==> config.mk <==
export PLATFORM = sky130hd
export DESIGN_NAME = pipe_stage_reg
export DESIGN_NICKNAME = d
export VERILOG_FILES = /design/src/rtl/pipe_pkg.sv /design/src/rtl/pipe_sat_counter.sv /design/src/rtl/pipe_stage_reg.sv
export SDC_FILE = /design/constraint.sdc
export NUM_CORES = 1
export LEC_CHECK = 0
export BUFFER_PORTS_ARGS = -buffer_cell sky130_fd_sc_hd__buf_4
export CAP_MARGIN = 30
export CORE_UTILIZATION = 49
export DETAILED_ROUTE_END_ITERATION = 10
export PLACE_DENSITY_LB_ADDON = 0.3
export SLEW_MARGIN = 20
export SYNTH_ARGS = -nofsm -noshare
export SYNTH_HDL_FRONTEND = slang
export SYNTH_SLANG_ARGS = --single-unit
==> constraint.sdc <==
create_clock -name clk -period 2.02 [get_ports clk]
set_input_delay 0.101 -clock clk [delete_from_list [all_inputs] [get_ports clk]]
set_output_delay 0.101 -clock clk [all_outputs]
set_load 0.02 [all_outputs]
==> src/rtl/pipe_pkg.sv <==
// Shared definitions for the elastic pipeline stage registers.
package pipe_pkg;

    // Stage occupancy, numerically equal to the number of held entries.
    typedef enum logic [1:0] {
        OCC_EMPTY = 2'd0,
        OCC_HALF  = 2'd1,
        OCC_FULL  = 2'd2
    } occ_e;

    // Default control-field widths per stage boundary.
    localparam int unsigned CTRL_W_IFID  = 0;
    localparam int unsigned CTRL_W_IDEX  = 8;
    localparam int unsigned CTRL_W_EXMEM = 4;
    localparam int unsigned CTRL_W_MEMWB = 2;

endpackage : pipe_pkg

==> src/rtl/pipe_sat_counter.sv <==
// Saturating up-counter with synchronous clear; sticks at all-ones.
module pipe_sat_counter #(
    parameter int unsigned CNT_W = 16
) (
    input  logic             clk,
    input  logic             clear_i,
    input  logic             inc_i,
    output logic [CNT_W-1:0] count_o
);

    localparam logic [CNT_W-1:0] CNT_MAX = {CNT_W{1'b1}};

    logic [CNT_W-1:0] count_q;
    logic [CNT_W-1:0] count_d;

    // Next count: increment unless already saturated.
    always_comb begin
        count_d = count_q;
        if (inc_i && (count_q != CNT_MAX)) begin
            count_d = count_q + CNT_W'(1);
        end
    end

    // Count register with synchronous clear.
    always_ff @(posedge clk) begin
        if (clear_i) begin
            count_q <= '0;
        end else begin
            count_q <= count_d;
        end
    end

    assign count_o = count_q;

endmodule : pipe_sat_counter

==> src/rtl/pipe_stage_reg.sv <==
// Elastic valid/ready pipeline stage with optional 2-entry skid buffer,
// bubble tagging, legacy stall/flush, occupancy and back-pressure count.
module pipe_stage_reg
    import pipe_pkg::*;
#(
    parameter int unsigned DATA_W = 64,
    parameter int unsigned CTRL_W = 8,
    parameter int unsigned SKID   = 1,
    parameter int unsigned CNT_W  = 16
) (
    input  logic              clk,
    input  logic              reset,
    input  logic              iValid,
    output logic              oReady,
    input  logic [DATA_W-1:0] iData,
    input  logic              iKill,
    input  logic              iStall,
    input  logic              iFlush,
    output logic              oValid,
    input  logic              iReady,
    output logic [DATA_W-1:0] oData,
    output logic              oKilled,
    output logic [1:0]        oCount,
    output logic [CNT_W-1:0]  oBpCnt
);

    // Low CTRL_W bits set; all-zero when CTRL_W is 0.
    localparam logic [DATA_W-1:0] CTRL_MASK = {DATA_W{1'b1}} >> (DATA_W - CTRL_W);

    // Main (head) entry and skid entry.
    logic              m_valid_q, m_valid_d;
    logic              m_killed_q, m_killed_d;
    logic [DATA_W-1:0] m_data_q, m_data_d;
    logic              s_valid_q, s_valid_d;
    logic              s_killed_q, s_killed_d;
    logic [DATA_W-1:0] s_data_q, s_data_d;

    logic acc;
    logic rel;
    logic bp_inc;
    occ_e occ;

    // Skid mode derives ready from registered state only; single-register
    // mode lets a downstream accept free the slot in the same cycle.
    assign oReady = (SKID != 0) ? (~s_valid_q & ~iStall & ~reset)
                                : ((~m_valid_q | iReady) & ~iStall & ~reset);

    assign acc    = iValid & oReady & ~iStall & ~iFlush;
    assign rel    = oValid & iReady & ~iStall & ~iFlush;
    assign bp_inc = oValid & ~iReady & ~iStall & ~iFlush;

    assign occ     = occ_e'(2'({1'b0, m_valid_q}) + 2'({1'b0, s_valid_q}));
    assign oCount  = occ;
    assign oValid  = m_valid_q;
    assign oKilled = m_valid_q & m_killed_q;
    assign oData   = m_killed_q ? (m_data_q & ~CTRL_MASK) : m_data_q;

    // Entry next-state: flush clears everything, otherwise move by occupancy.
    always_comb begin
        m_valid_d  = m_valid_q;
        m_killed_d = m_killed_q;
        m_data_d   = m_data_q;
        s_valid_d  = s_valid_q;
        s_killed_d = s_killed_q;
        s_data_d   = s_data_q;

        if (iFlush) begin
            m_valid_d  = 1'b0;
            m_killed_d = 1'b0;
            s_valid_d  = 1'b0;
            s_killed_d = 1'b0;
        end else begin
            case (occ)
                OCC_EMPTY: begin
                    if (acc) begin
                        m_valid_d  = 1'b1;
                        m_killed_d = iKill;
                        m_data_d   = iData;
                    end
                end
                OCC_HALF: begin
                    if (acc && rel) begin
                        m_killed_d = iKill;
                        m_data_d   = iData;
                    end else if (acc) begin
                        s_valid_d  = 1'b1;
                        s_killed_d = iKill;
                        s_data_d   = iData;
                    end else if (rel) begin
                        m_valid_d = 1'b0;
                    end
                end
                OCC_FULL: begin
                    if (rel) begin
                        m_killed_d = s_killed_q;
                        m_data_d   = s_data_q;
                        s_valid_d  = 1'b0;
                        s_killed_d = 1'b0;
                    end
                end
                default: begin
                end
            endcase
        end

        // Without a skid buffer the second entry never exists.
        if (SKID == 0) begin
            s_valid_d  = 1'b0;
            s_killed_d = 1'b0;
            s_data_d   = '0;
        end
    end

    // Entry registers; iStall holds naturally since acc and rel are both low.
    always_ff @(posedge clk) begin
        if (reset) begin
            m_valid_q  <= 1'b0;
            m_killed_q <= 1'b0;
            m_data_q   <= '0;
            s_valid_q  <= 1'b0;
            s_killed_q <= 1'b0;
            s_data_q   <= '0;
        end else begin
            m_valid_q  <= m_valid_d;
            m_killed_q <= m_killed_d;
            m_data_q   <= m_data_d;
            s_valid_q  <= s_valid_d;
            s_killed_q <= s_killed_d;
            s_data_q   <= s_data_d;
        end
    end

    pipe_sat_counter #(
        .CNT_W (CNT_W)
    ) u_bp_cnt (
        .clk     (clk),
        .clear_i (reset),
        .inc_i   (bp_inc),
        .count_o (oBpCnt)
    );

endmodule : pipe_stage_reg
## After elaboration in Yosys (flattened, before gate mapping)

Index checks and enable logic that the tools add are counted.

| operators by class | value |
|---|---|
| add/sub/neg operators | 2 |
| $mul | 0 |
| divide/modulo/power cells | 0 |
| $lt $le $gt $ge | 0 |
| eq/ne operators | 10 |
| shifts and indexed selects | 0 |
| multiplexer cells | 18 |
| bitwise logic cells | 18 |
| reduce and logical (&&, ||, !) cells | 12 |

Operators by type and width:

| operator | number |
|---|---|
| 64-bit 2-to-1 mux | 3 |
| 64-bit case mux with 3 select lines | 1 |
| 16-bit by 1-bit adder with 16-bit output (second input constant) | 1 |
| 16-bit inequality test (second input constant) | 1 |
| 2-bit inequality test (second input constant) | 7 |
| 1-bit AND | 12 |
| 4-bit AND reduction | 3 |
| 5-bit AND reduction | 2 |
| 1-bit 2-to-1 mux | 9 |
| 8-bit 2-to-1 mux | 1 |
| 1-bit inverter | 6 |
| 1-bit case mux with 2 select lines | 3 |
| 2-bit nonzero test | 2 |
| 1-bit case mux with 3 select lines | 1 |
| 3-bit nonzero test | 1 |
| 1-bit by 1-bit adder with 2-bit output | 1 |
| 2-bit by 1-bit == test with 1-bit output (second input constant) | 1 |
| 2-bit == test (second input constant) | 1 |
| 1-bit logical AND | 2 |
| 2-bit zero test | 1 |
| 2-bit OR reduction | 1 |

| storage, ports and cells | value |
|---|---|
| bits in registers | 148 |
| bits in latches | 0 |
| memory bits (writable) | 0 |
| memory bits (read-only) | 0 |
| input bits | 71 |
| logic and storage cells | 67 |
| memories kept | 0 |

## Longest topological paths before layout

Gate-level depths: netlist of the first run.

| depth | value |
|---|---|
| word-level depth | 9 |
| mapped depth | 7 |
| depth with buffers taken out | 5 |

## Cells and area by module

Synthesis of the first run repeated with hierarchy kept, for this count alone.

| unflattened totals | value |
|---|---|
| cells, all modules | 829 |
| area total of the unflattened synthesis | 7502.2 µm² |

Modules (own cells, without submodules):

| module | instances | cells each | area each (µm²) | seq. area each (µm²) |
|---|---|---|---|---|
| pipe_stage_reg | 1 | 730 | 6653.9 | 2642.5 |
| pipe_sat_counter | 1 | 99 | 848.3 | 320.3 |

## Least setup slack after synthesis of the first run

OpenSTA, ideal clock, no wires.

| timing path | value |
|---|---|
| path type | flip-flop to flip-flop |
| from | reg m_valid_q, in the netlist oValid |
| to | reg m_data_q[40] |
| setup time | 0.121 ns |
| arrival | 2.448 ns |
| slack | -0.548 ns |
| cell stages (with the launch flop) | 8 |
| buffers on the path | 3 |
| period minus slack after synthesis | 2.568 ns |
| path through | dfxtp_1 > ha_1 > clkbuf_1 > buf_1 > buf_1 > mux2i_1 > nor2_1 > mux2_2 |

| on the way | value |
|---|---|
| elaborated cells on any way between the ends | 14 |
| those cells by class | add/sub (1); eq/ne (5); mux (1); bitwise (3); reduce/logical (4) |

RTL lines:

| item | RTL line | RTL |
|---|---|---|
| from (decl) | pipe_stage_reg.sv:31 | `logic m_valid_q, m_valid_d;` |
| from (signal assigned) | pipe_stage_reg.sv:124 | `m_valid_q <= m_valid_d;` |
| 1-bit by 1-bit adder with 2-bit output (*) | pipe_stage_reg.sv:52 | `assign occ = occ_e'(2'({1'b0, m_valid_q}) + 2'({1'b0, s_valid_q}));` |
| net oCount[1] | pipe_stage_reg.sv:23 | `output logic [1:0] oCount,` |
| 2-bit by 1-bit == test with 1-bit output (tied with other cells) | pipe_stage_reg.sv:73 | `case (occ)` |
| 2-bit inequality test (no line) / 3-bit nonzero test (equally long branches) | -- |  |
| 5-bit AND reduction (no line) | -- |  |
| to (signal assigned) | pipe_stage_reg.sv:126 | `m_data_q <= m_data_d;` |
| to (decl) | pipe_stage_reg.sv:33 | `logic [DATA_W-1:0] m_data_q, m_data_d;` |

Mark *: on every way through the listed nets, which the timed path passes. The rest lies on a longest branch.
A chain may end at the register's enable or synchronous reset.

## Final worst setup path of the first run

| timing path | value |
|---|---|
| from | reg m_valid_q, in the netlist oValid |
| to | reg u_bp_cnt.count_q[13], in the netlist u_bp_cnt.count_o[13] |

| on the way | value |
|---|---|
| longest elaborated chain between the ends | 4 |

RTL lines:

| item | RTL line | RTL |
|---|---|---|
| 1-bit AND (3 in a row) | pipe_stage_reg.sv:50 | `assign bp_inc = oValid & ~iReady & ~iStall & ~iFlush;` |
| 1-bit logical AND | pipe_sat_counter.sv:19 | `if (inc_i && (count_q != CNT_MAX)) begin` |
| to (signal assigned) | pipe_sat_counter.sv:29 | `count_q <= count_d;` |
| to (decl) | pipe_sat_counter.sv:13 | `logic [CNT_W-1:0] count_q;` |

Every way passes these cells.

==> results.yml, run 1 <==
power:
  clockPowerShare_pct: 47.1
  swShare_pct: 22.27
  power.switching_w: 0.001515
  power_frac_comb_pct: 9.3
  p_per_area_nw_per_um2: 688.4
  p_leak_nw: 4.016
  internal_power_w: 0.005289
  power_frac_seq_pct: 43.6
  peakVddDrop_mv: 0.5717
worst_setup_path:
  cp.buffers_inverters: 1
  path_cells: "or4b_4, or4_4, buf_4, o31ai_2, a21oi_2"
  max_stage_delay_ns: 0.59
  crit_required_ns: 2.29
  critPathCaptureType: "flop"
  worstPathMaxFanout: 5
  cp-start-kind: "flop"
  cp_top_family: "simple AND/OR/NAND/NOR gates"
  crit_slowest_cell: "or4_4"
  path_class: "flop to flop"
  worstPathArrival_ns: 2.35
placed_design:
  placed_area_sq_um: 8371
  dpl_worst_slack_ns: -0.04531
  place.gp.congestion: 0.8569
  dp_hpwl_mm: 9.995
  io_buffers: 155
clock_tree:
  clk_latency_ns: 0.42
  clk_path_buf_depth: 2
  htree_num_levels: 4
  root_buffer: "clkbuf_16"
  tritoncts: "yes"
  cts_made_buffers: 17
  path_clk_slew_ns: 0.06
  clock-sinks: 148
drt:
  wirelength_mm: 18.45
  via_per_inst: 5.104
  dr.pass1.iters: 4
  routedWlPerCell_um: 15.41
  drc: 0
  drt_iter0_drc: 442
  ant_nets: 0
  route.vias.total: 6110
timing:
  rsz0062_at_grt: "yes"
  max_freq_mhz: 481.3
  slew_violations: 0
  hold_slack_ns: 0.04920
  hold_viol: 0
  finalCritPeriodShare_pct: 102.9
  tightest_slew_ns: 0.8690
  final.min_clock_period_ns: 2.078
  slew_headroom_pct: 42.07
  setup_viol: 1
  fin_skew_ns: 0.007605
  layout_setup_ws_ns: -0.05771
global_routing:
  grt_antenna_before_repair: 0
  grt_pass1_wl_mm: 26.30
  grt_overflow_total: 0
  grt_pass1_vias: 5549
  grt.total_usage_pct: 22.19
  grt_start_max_net_pins: 207
floorplan:
  die_area_sq_um: 15190
  num_rows: 43
  fp.dieW_um: 123.3
  design.core.area_sq_um: 14100
  die-height_um: 123.3
  pin_count: 156
  initial_core_util_pct: 51.12
yosys:
  synth_area_sq_um: 7206
  synth_edf_count: 0
  ys_seq_area_share_pct: 41.12
  synthArstFlopShare_pct: 0
  ys_warn_count: 0
  synthSimpleGateAreaFrac_pct: 21.51
  synth_ff_type: "dfxtp_1"
  yosysUniqueCellTypes: 44
  synthMuxAreaShare_pct: 18.72
  syn_inst: 834
  synth_xor_area_share_pct: 0
  synth-seq-cells: 148
  synth_adder_area_share_pct: 0.5209
  synth_compound_area_share_pct: 8.630
  synth_nets: 908
  synth.avg_cell_area_sq_um: 8.640
  synth_top_family_by_area: "simple AND/OR/NAND/NOR gates"
cells_and_area:
  area_delta_synth_final_pct: 37.18
  drive_above_1_share_pct: 31.27
  final_area_sq_um: 9884
  n_fill_cell: 1084
  utilization_pct: 70.12
  final_common_cell: "buf_4"
  layout_common_cells: "buf_4, dfxtp_1, nand2_1"
  antenna_cells: 0
  finalNetCount: 1078
worst_hold_path:
  hp-class: "input pin to flop"
outcome:
  failed_checks: "setup timing"
  status: "complete, but fails checks"
job:
  cap_violations: 0
repair_timing:
item / CTS / global route
cloned: 0 / 6
hold endpoints to repair: 65 / 0
resized for setup: 3 / 27
hold buffers: 65 / 0
pin swaps: 0 / 9
endpoints found under the setup margin: 10 / 59
buffers inserted: 0 / 5
through the flow:
stage / instances / TNS (ns) / total power [W]
global route: 1197 / -1.520 / 0.007036
global placement: 1089 / 0 / 0.003509
CTS: 1186 / -0.07997 / 0.006795
detailed placement: 1089 / -0.05307 / 0.003514
finish: 1197 / -0.05771 / 0.006804
floorplan: 834 / -4.696 / 0.003332
cells by family after synthesis:
group / count (synthesis)
fa+ha+maj: 3
buf+inv: 121
mux: 127
simple gates: 325
flops: 148
compound gates: 110
path summary, 6_finish.rpt:
| path | startpoint | to | slack, ns | cells after the start |
|---|---|---|---|---|
| max reg2reg | oValid | u_bp_cnt.count_o[13] | -0.06 | 5 |
| min reg2reg | s_data_q[39] | s_data_q[39] | 0.45 | 2 |
| min | iFlush | oValid | 0.05 | 3 |
| max | oValid | u_bp_cnt.count_o[13] | -0.06 | 5 |
registers in the layout (all words and copies together) (netlist names):
register / count
s_data_q: 64
s_valid_q: 1
m_data_q: 64
oValid: 1
s_killed_q: 1
m_killed_q: 1
u_bp_cnt.count_o: 16
metal layers:
| layer | up-vias | track usage, % | share of wire (%) |
|---|---|---|---|
| met2 | 132 | 37.92 | 50 |
| li1 | 3095 | - | - |
| met1 | 2864 | 27.20 | 44 |
| met3 | 19 | 6.042 | 4.7 |
| met5 | - | 0 | 0 |
| met4 | 0 | 6.401 | 1.3 |
synth_stat cells (10+ instances only):
master | instances | area [sq um]
a21oi_1 | 80 | 400.4
buf_4 | 57 | 427.9
clkbuf_1 | 41 | 153.9
dfxtp_1 | 148 | 2963
inv_1 | 10 | 37.54
mux2_2 | 62 | 698.2
mux2i_1 | 65 | 650.6
nand2_1 | 138 | 518.0
nor2_1 | 68 | 255.2
nor2b_1 | 69 | 431.7
power groups by stage:
stage | sequential (W) | clock [W] | combinational (W)
after floorplan | 0.00303 | 0 | 0.000306
final | 0.00297 | 0.00321 | 0.000630
after CTS | 0.00297 | 0.00324 | 0.000587
after global routing | 0.00297 | 0.00339 | 0.000676
after global placement | 0.00303 | 0 | 0.000478
after detailed placement | 0.00303 | 0 | 0.000482
area by class of cell:
class | count | area (sq um) | share of cell area (%)
clock buffer | 25 | 506.7 | 5.127
clock inverter | 7 | 92.59 | 0.9367
inverter | 10 | 37.54 | 0.3797
multi-input combinational | 565 | 3724 | 37.67
sequential | 148 | 2983 | 30.18
tap | 180 | 225.2 | 2.278
timing repair buffer | 262 | 2316 | 23.43
worst min-delay path: stages:
cell and delay, ns:
buf_4 0.09, buf_4 0.15, a2111oi_0 0.07
(Power assumes the default switching activity.)
==> run 2: changes to the inputs <==
--- a/config.mk
+++ b/config.mk
@@ -7,7 +7,7 @@
 export LEC_CHECK = 0
 export BUFFER_PORTS_ARGS = -buffer_cell sky130_fd_sc_hd__buf_4
 export CAP_MARGIN = 30
-export CORE_UTILIZATION = 49
+export CORE_UTILIZATION = 59
 export DETAILED_ROUTE_END_ITERATION = 10
 export PLACE_DENSITY_LB_ADDON = 0.3
 export SLEW_MARGIN = 20
==> constraint.sdc (replaced) <==
create_clock -name clk -period 2.45 [get_ports clk]
set_input_delay 0.1225 -clock clk [delete_from_list [all_inputs] [get_ports clk]]
set_output_delay 0.1225 -clock clk [all_outputs]
set_load 0.02 [all_outputs]
==> run 2 against run 1 <==
The flow now finishes without violations. Setup slack improved by 0.19 ns. Sequential power fell by 18%. Critical path depth rose by 1. Register-to-register slack improved by 0.21 ns. Routed wire length fell by 2.1%. Utilization rose by 9.7 points. Combinational power fell by 24%. Clock power fell by 16%. Flip-flop and latch count did not move. Non-clock buffer count fell by 31. Count of clock-buffer cells in the layout fell by 2. Critical endpoint unchanged. Largest power group unchanged.
==> results.yml, run 2 (synthesized netlist as in run 1, its figures left out) <==
cells_and_area:
  area_delta_synth_final_pct: 29.22
  multiInputGateArea_sq_um: 3575
  seq_area_sq_um: 2963
  antenna_cells: 0
  final_common_cell: "buf_4"
  drive_above_1_share_pct: 27.69
  finalNetCount: 1047
  layout_common_cells: "buf_4, dfxtp_1, nand2_1"
  final_area_sq_um: 9311
  n_fill_cell: 742
drt:
  routedWlPerCell_um: 16.00
  drt_iter0_drc: 482
  dr.pass1.iters: 5
  route.vias.total: 6326
  drc: 0
  ant_nets: 0
  wirelength_mm: 18.06
  via_per_inst: 5.603
placed_design:
  dp_hpwl_mm: 10.52
  io_buffers: 155
  place.gp.congestion: 0.8807
  placed_area_sq_um: 8049
worst_hold_path:
  hp-class: "input pin to flop"
global_routing:
  grt_start_max_net_pins: 207
  grt_pass1_wl_mm: 29.46
  grt_pass1_vias: 6315
  grt.total_usage_pct: 29.18
  grt_antenna_before_repair: 0
  grt_overflow_total: 0
timing:
  tightest_slew_ns: 0.8227
  slew_violations: 0
  fin_skew_ns: 0.006724
  rsz0062_at_grt: "no"
  slew_headroom_pct: 45.15
  fin_tns_setup_ns: 0
  max_freq_mhz: 431.6
  setup_viol: 0
  hold_viol: 0
  final.min_clock_period_ns: 2.317
  finalCritPeriodShare_pct: 94.57
floorplan:
  die_area_sq_um: 12660
  die-height_um: 112.5
  num_rows: 39
  design.core.area_sq_um: 11660
  initial_core_util_pct: 61.79
  pin_count: 156
  fp.dieW_um: 112.5
clock_tree:
  root_buffer: "clkbuf_16"
  tritoncts: "yes"
  htree_num_levels: 4
  cts_made_buffers: 17
  clk_path_buf_depth: 2
  clock-sinks: 148
  cts-resized-gates: 0
  path_clk_slew_ns: 0.05
  clk_latency_ns: 0.42
power:
  power_frac_comb_pct: 8.5
  power_frac_seq_pct: 43.5
  peakVddDrop_mv: 0.4888
  internal_power_w: 0.004426
  p_per_area_nw_per_um2: 605.4
  clockPowerShare_pct: 48.0
  p_leak_nw: 3.722
  power.switching_w: 0.001211
  swShare_pct: 21.48
worst_setup_path:
  path_class: "input pin to flop"
  worstPathMaxFanout: 10
  path_cells: "dlygate4sd3_1, buf_4, or4b_1, or4_4, or4_1, a21oi_1"
  crit_slowest_cell: "or4b_1"
  critPathCaptureType: "flop"
  worstPathArrival_ns: 2.66
  max_stage_delay_ns: 0.65
  cp-start-kind: "input pin"
  crit_required_ns: 2.79
outcome:
  status: "complete, no violations"
job:
  cap_violations: 0
run 2: through the flow:
stage                     power (W)  std cells  hold WS, ns  setup slack [ns]  utilization (%)
after floorplan            0.002744        834       0.2585          0.004914                -
after global placement     0.002880       1033       0.3641            0.3013            69.02
after detailed placement   0.002892       1033       0.3794            0.1844            69.02
after CTS                  0.005659       1129      0.01049            0.1599            79.84
after global routing       0.005801       1129      0.03136           0.03341            79.84
final                      0.005637       1129      0.02209            0.1331            79.84
run 2: worst max-delay path: cells and delay by family:
kind / cells / cell delay, ns
and+or+nand+nor: 3 / 1.66
buffers and inverters: 2 / 0.72
AOI/OAI and AO/OA: 1 / 0.15
run 2: path summary, 6_finish.rpt:
check	start	to	slack [ns]	cells after the start
max	iFlush	u_bp_cnt.count_o[13]	0.13	6
min	iKill	s_killed_q	0.02	3
max reg2reg	s_valid_q	m_data_q[38]	0.15	6
min reg2reg	s_data_q[48]	s_data_q[48]	0.45	2
run 2: metal layers:
| metal | GRT usage (%) | up-vias | wire, um |
|---|---|---|---|
| met3 | 6.317 | 48 | 1002 |
| met5 | 0 | - | 0 |
| met2 | 54.20 | 226 | 9422 |
| met1 | 31.91 | 3020 | 7164 |
| met4 | 12.62 | 0 | 476 |
| li1 | - | 3032 | - |
run 2: cell type report:
type	instances	area share, %
clock inverter	9	1.330
tap	143	1.922
clock buffer	23	5.348
timing repair buffer	231	20.79
sequential	148	31.82
inverter	10	0.4031
multi-input combinational	565	38.39
run 2: power groups by stage:
stage          logic, W  registers [W]  clock network (W)
3_5_place_dp   0.000387        0.00250                  0
6_report       0.000479        0.00245            0.00270
2_1_floorplan  0.000244        0.00250                  0
4_1_cts        0.000472        0.00245            0.00273
5_1_grt        0.000513        0.00246            0.00283
3_3_place_gp   0.000376        0.00250                  0
run 2: repair_timing:
item,4_1_cts,5_1_grt
setup buffers,0,0
hold buffers,64,0
hold endpoints to repair,65,0
==> run 3: changes to the inputs <==
--- a/config.mk
+++ b/config.mk
@@ -10,6 +10,7 @@
 export CORE_UTILIZATION = 59
 export DETAILED_ROUTE_END_ITERATION = 10
 export PLACE_DENSITY_LB_ADDON = 0.3
+export RECOVER_POWER = 100
 export SLEW_MARGIN = 20
 export SYNTH_ARGS = -nofsm -noshare
 export SYNTH_HDL_FRONTEND = slang
==> run 3 against run 2 <==
Count of clock-buffer cells in the layout unchanged. Utilization decreased by 2.7 points. First-iteration DRC count decreased by 5.8%. Register-to-register slack improved by 0.05 ns. Critical path type unchanged. Highest routed layer unchanged.
==> results.yml, run 3 (synthesized netlist as in run 1, its figures left out) <==
floorplan:
  num_rows: 39
  design.core.area_sq_um: 11660
  pin_count: 156
  die_area_sq_um: 12660
  fp.dieW_um: 112.5
  die-height_um: 112.5
  initial_core_util_pct: 61.79
drt:
  wirelength_mm: 18.06
  routedWlPerCell_um: 16.00
  route.vias.total: 6301
  ant_nets: 0
  via_per_inst: 5.581
  dr.pass1.iters: 4
  drc: 0
  drt_iter0_drc: 454
worst_setup_path:
  critPathCaptureType: "flop"
  cp-start-kind: "input pin"
  worstPathMaxFanout: 10
  path_class: "input pin to flop"
  crit_required_ns: 2.79
  worstPathArrival_ns: 2.65
clock_tree:
  root_buffer: "clkbuf_16"
  cts_made_buffers: 17
  htree_num_levels: 4
  clock-sinks: 148
  clk_path_buf_depth: 2
  tritoncts: "yes"
  cts-resized-gates: 0
  clk_latency_ns: 0.42
  path_clk_slew_ns: 0.05
power:
  power.switching_w: 0.001209
  power_frac_comb_pct: 8.1
  clockPowerShare_pct: 48.2
  p_leak_nw: 3.373
  internal_power_w: 0.004401
  p_per_area_nw_per_um2: 623.6
  power_frac_seq_pct: 43.7
  swShare_pct: 21.55
  peakVddDrop_mv: 0.4859
global_routing:
  grt_pass1_wl_mm: 29.46
  grt_antenna_before_repair: 0
  grt_start_max_net_pins: 207
  grt_overflow_total: 0
  grt.total_usage_pct: 29.18
  grt_pass1_vias: 6315
timing:
  final.min_clock_period_ns: 2.315
  rsz0062_at_grt: "no"
  tightest_slew_ns: 0.8776
  setup_viol: 0
  slew_violations: 0
  fin_tns_setup_ns: 0
  fin_skew_ns: 0.005912
  hold_viol: 0
  finalCritPeriodShare_pct: 94.48
  max_freq_mhz: 432.0
  slew_headroom_pct: 41.49
cells_and_area:
  final_common_cell: "dfxtp_1"
  fin_cells: 1129
  drive_above_1_share_pct: 19.37
  antenna_cells: 0
  area_delta_synth_final_pct: 24.85
  layout_common_cells: "dfxtp_1, nand2_1, clkbuf_1"
  finalNetCount: 1047
placed_design:
  io_buffers: 155
  dp_cells: 1033
  dp_hpwl_mm: 10.52
  place.gp.congestion: 0.8807
worst_hold_path:
  hp-class: "input pin to flop"
job:
  cap_violations: 0
outcome:
  status: "complete, no violations"
==> run 3: cell types whose count changed in the layout (fill, tap and decap cells not counted), sizes merged <==
cell / previous run / this run
clkbuf: 23 / 105
buf: 167 / 85
==> run 3: critical path: stages <==
cell,delay [ns]
dlygate4sd3_1,0.55
buf_4,0.17
or4b_1,0.65
or4_4,0.60
or4_1,0.41
a21oi_1,0.15
==> run 3: power groups by stage <==
stage          logic (W)  clock network, W  registers [W]
2_1_floorplan   0.000244                 0        0.00250
3_3_place_gp    0.000376                 0        0.00250
3_5_place_dp    0.000387                 0        0.00250
4_1_cts         0.000472           0.00273        0.00245
5_1_grt         0.000489           0.00283        0.00245
6_report        0.000454           0.00270        0.00245
==> run 3: path summary, 6_finish.rpt <==
path                                          start              endpoint  slack, ns  depth (start not counted)
worst max-delay path                         iFlush  u_bp_cnt.count_o[13]       0.14                          6
worst min-delay path                          iKill            s_killed_q       0.02                          3
worst max register to register  u_bp_cnt.count_o[0]  u_bp_cnt.count_o[14]       0.20                          5
worst min register to register         s_data_q[14]          s_data_q[14]       0.45                          2
==> run 3: stage by stage <==
| stage | power, W | instance area (sq um) | hold slack [ns] | worst slack (ns) | utilization (%) |
|---|---|---|---|---|---|
| finish | 0.005610 | 8996 | 0.02029 | 0.1353 | 77.14 |
| global route | 0.005776 | 8996 | 0.03136 | 0.03517 | 77.14 |
| CTS | 0.005659 | 9311 | 0.01049 | 0.1599 | 79.84 |
| detailed placement | 0.002892 | 8049 | 0.3794 | 0.1844 | 69.02 |
| global placement | 0.002880 | 8049 | 0.3641 | 0.3013 | 69.02 |
| floorplan | 0.002744 | 7217 | 0.2585 | 0.004914 | - |
==> run 3: routing by layer <==
layer	track usage [%]	up-vias	share of wire, %
met2	54.20	220	52
met5	0	-	0
met1	31.91	3010	40
li1	-	3030	-
met4	12.62	0	2.4
met3	6.317	41	5.2
==> run 3: what timing repair did <==
action,in CTS,in global routing
endpoints found under the hold margin,65,0
setup buffers,0,0
hold buffers,64,0
==> run 3: area by class of cell <==
class | instances | area (sq um)
inverters | 10 | 37.54
multi-input cells | 565 | 3575
repair buffers | 231 | 1620
fillers | 858 | 2666
clock buffers | 23 | 498.0
clock inverters | 9 | 123.9
flip-flops and latches | 148 | 2963
well taps | 143 | 178.9
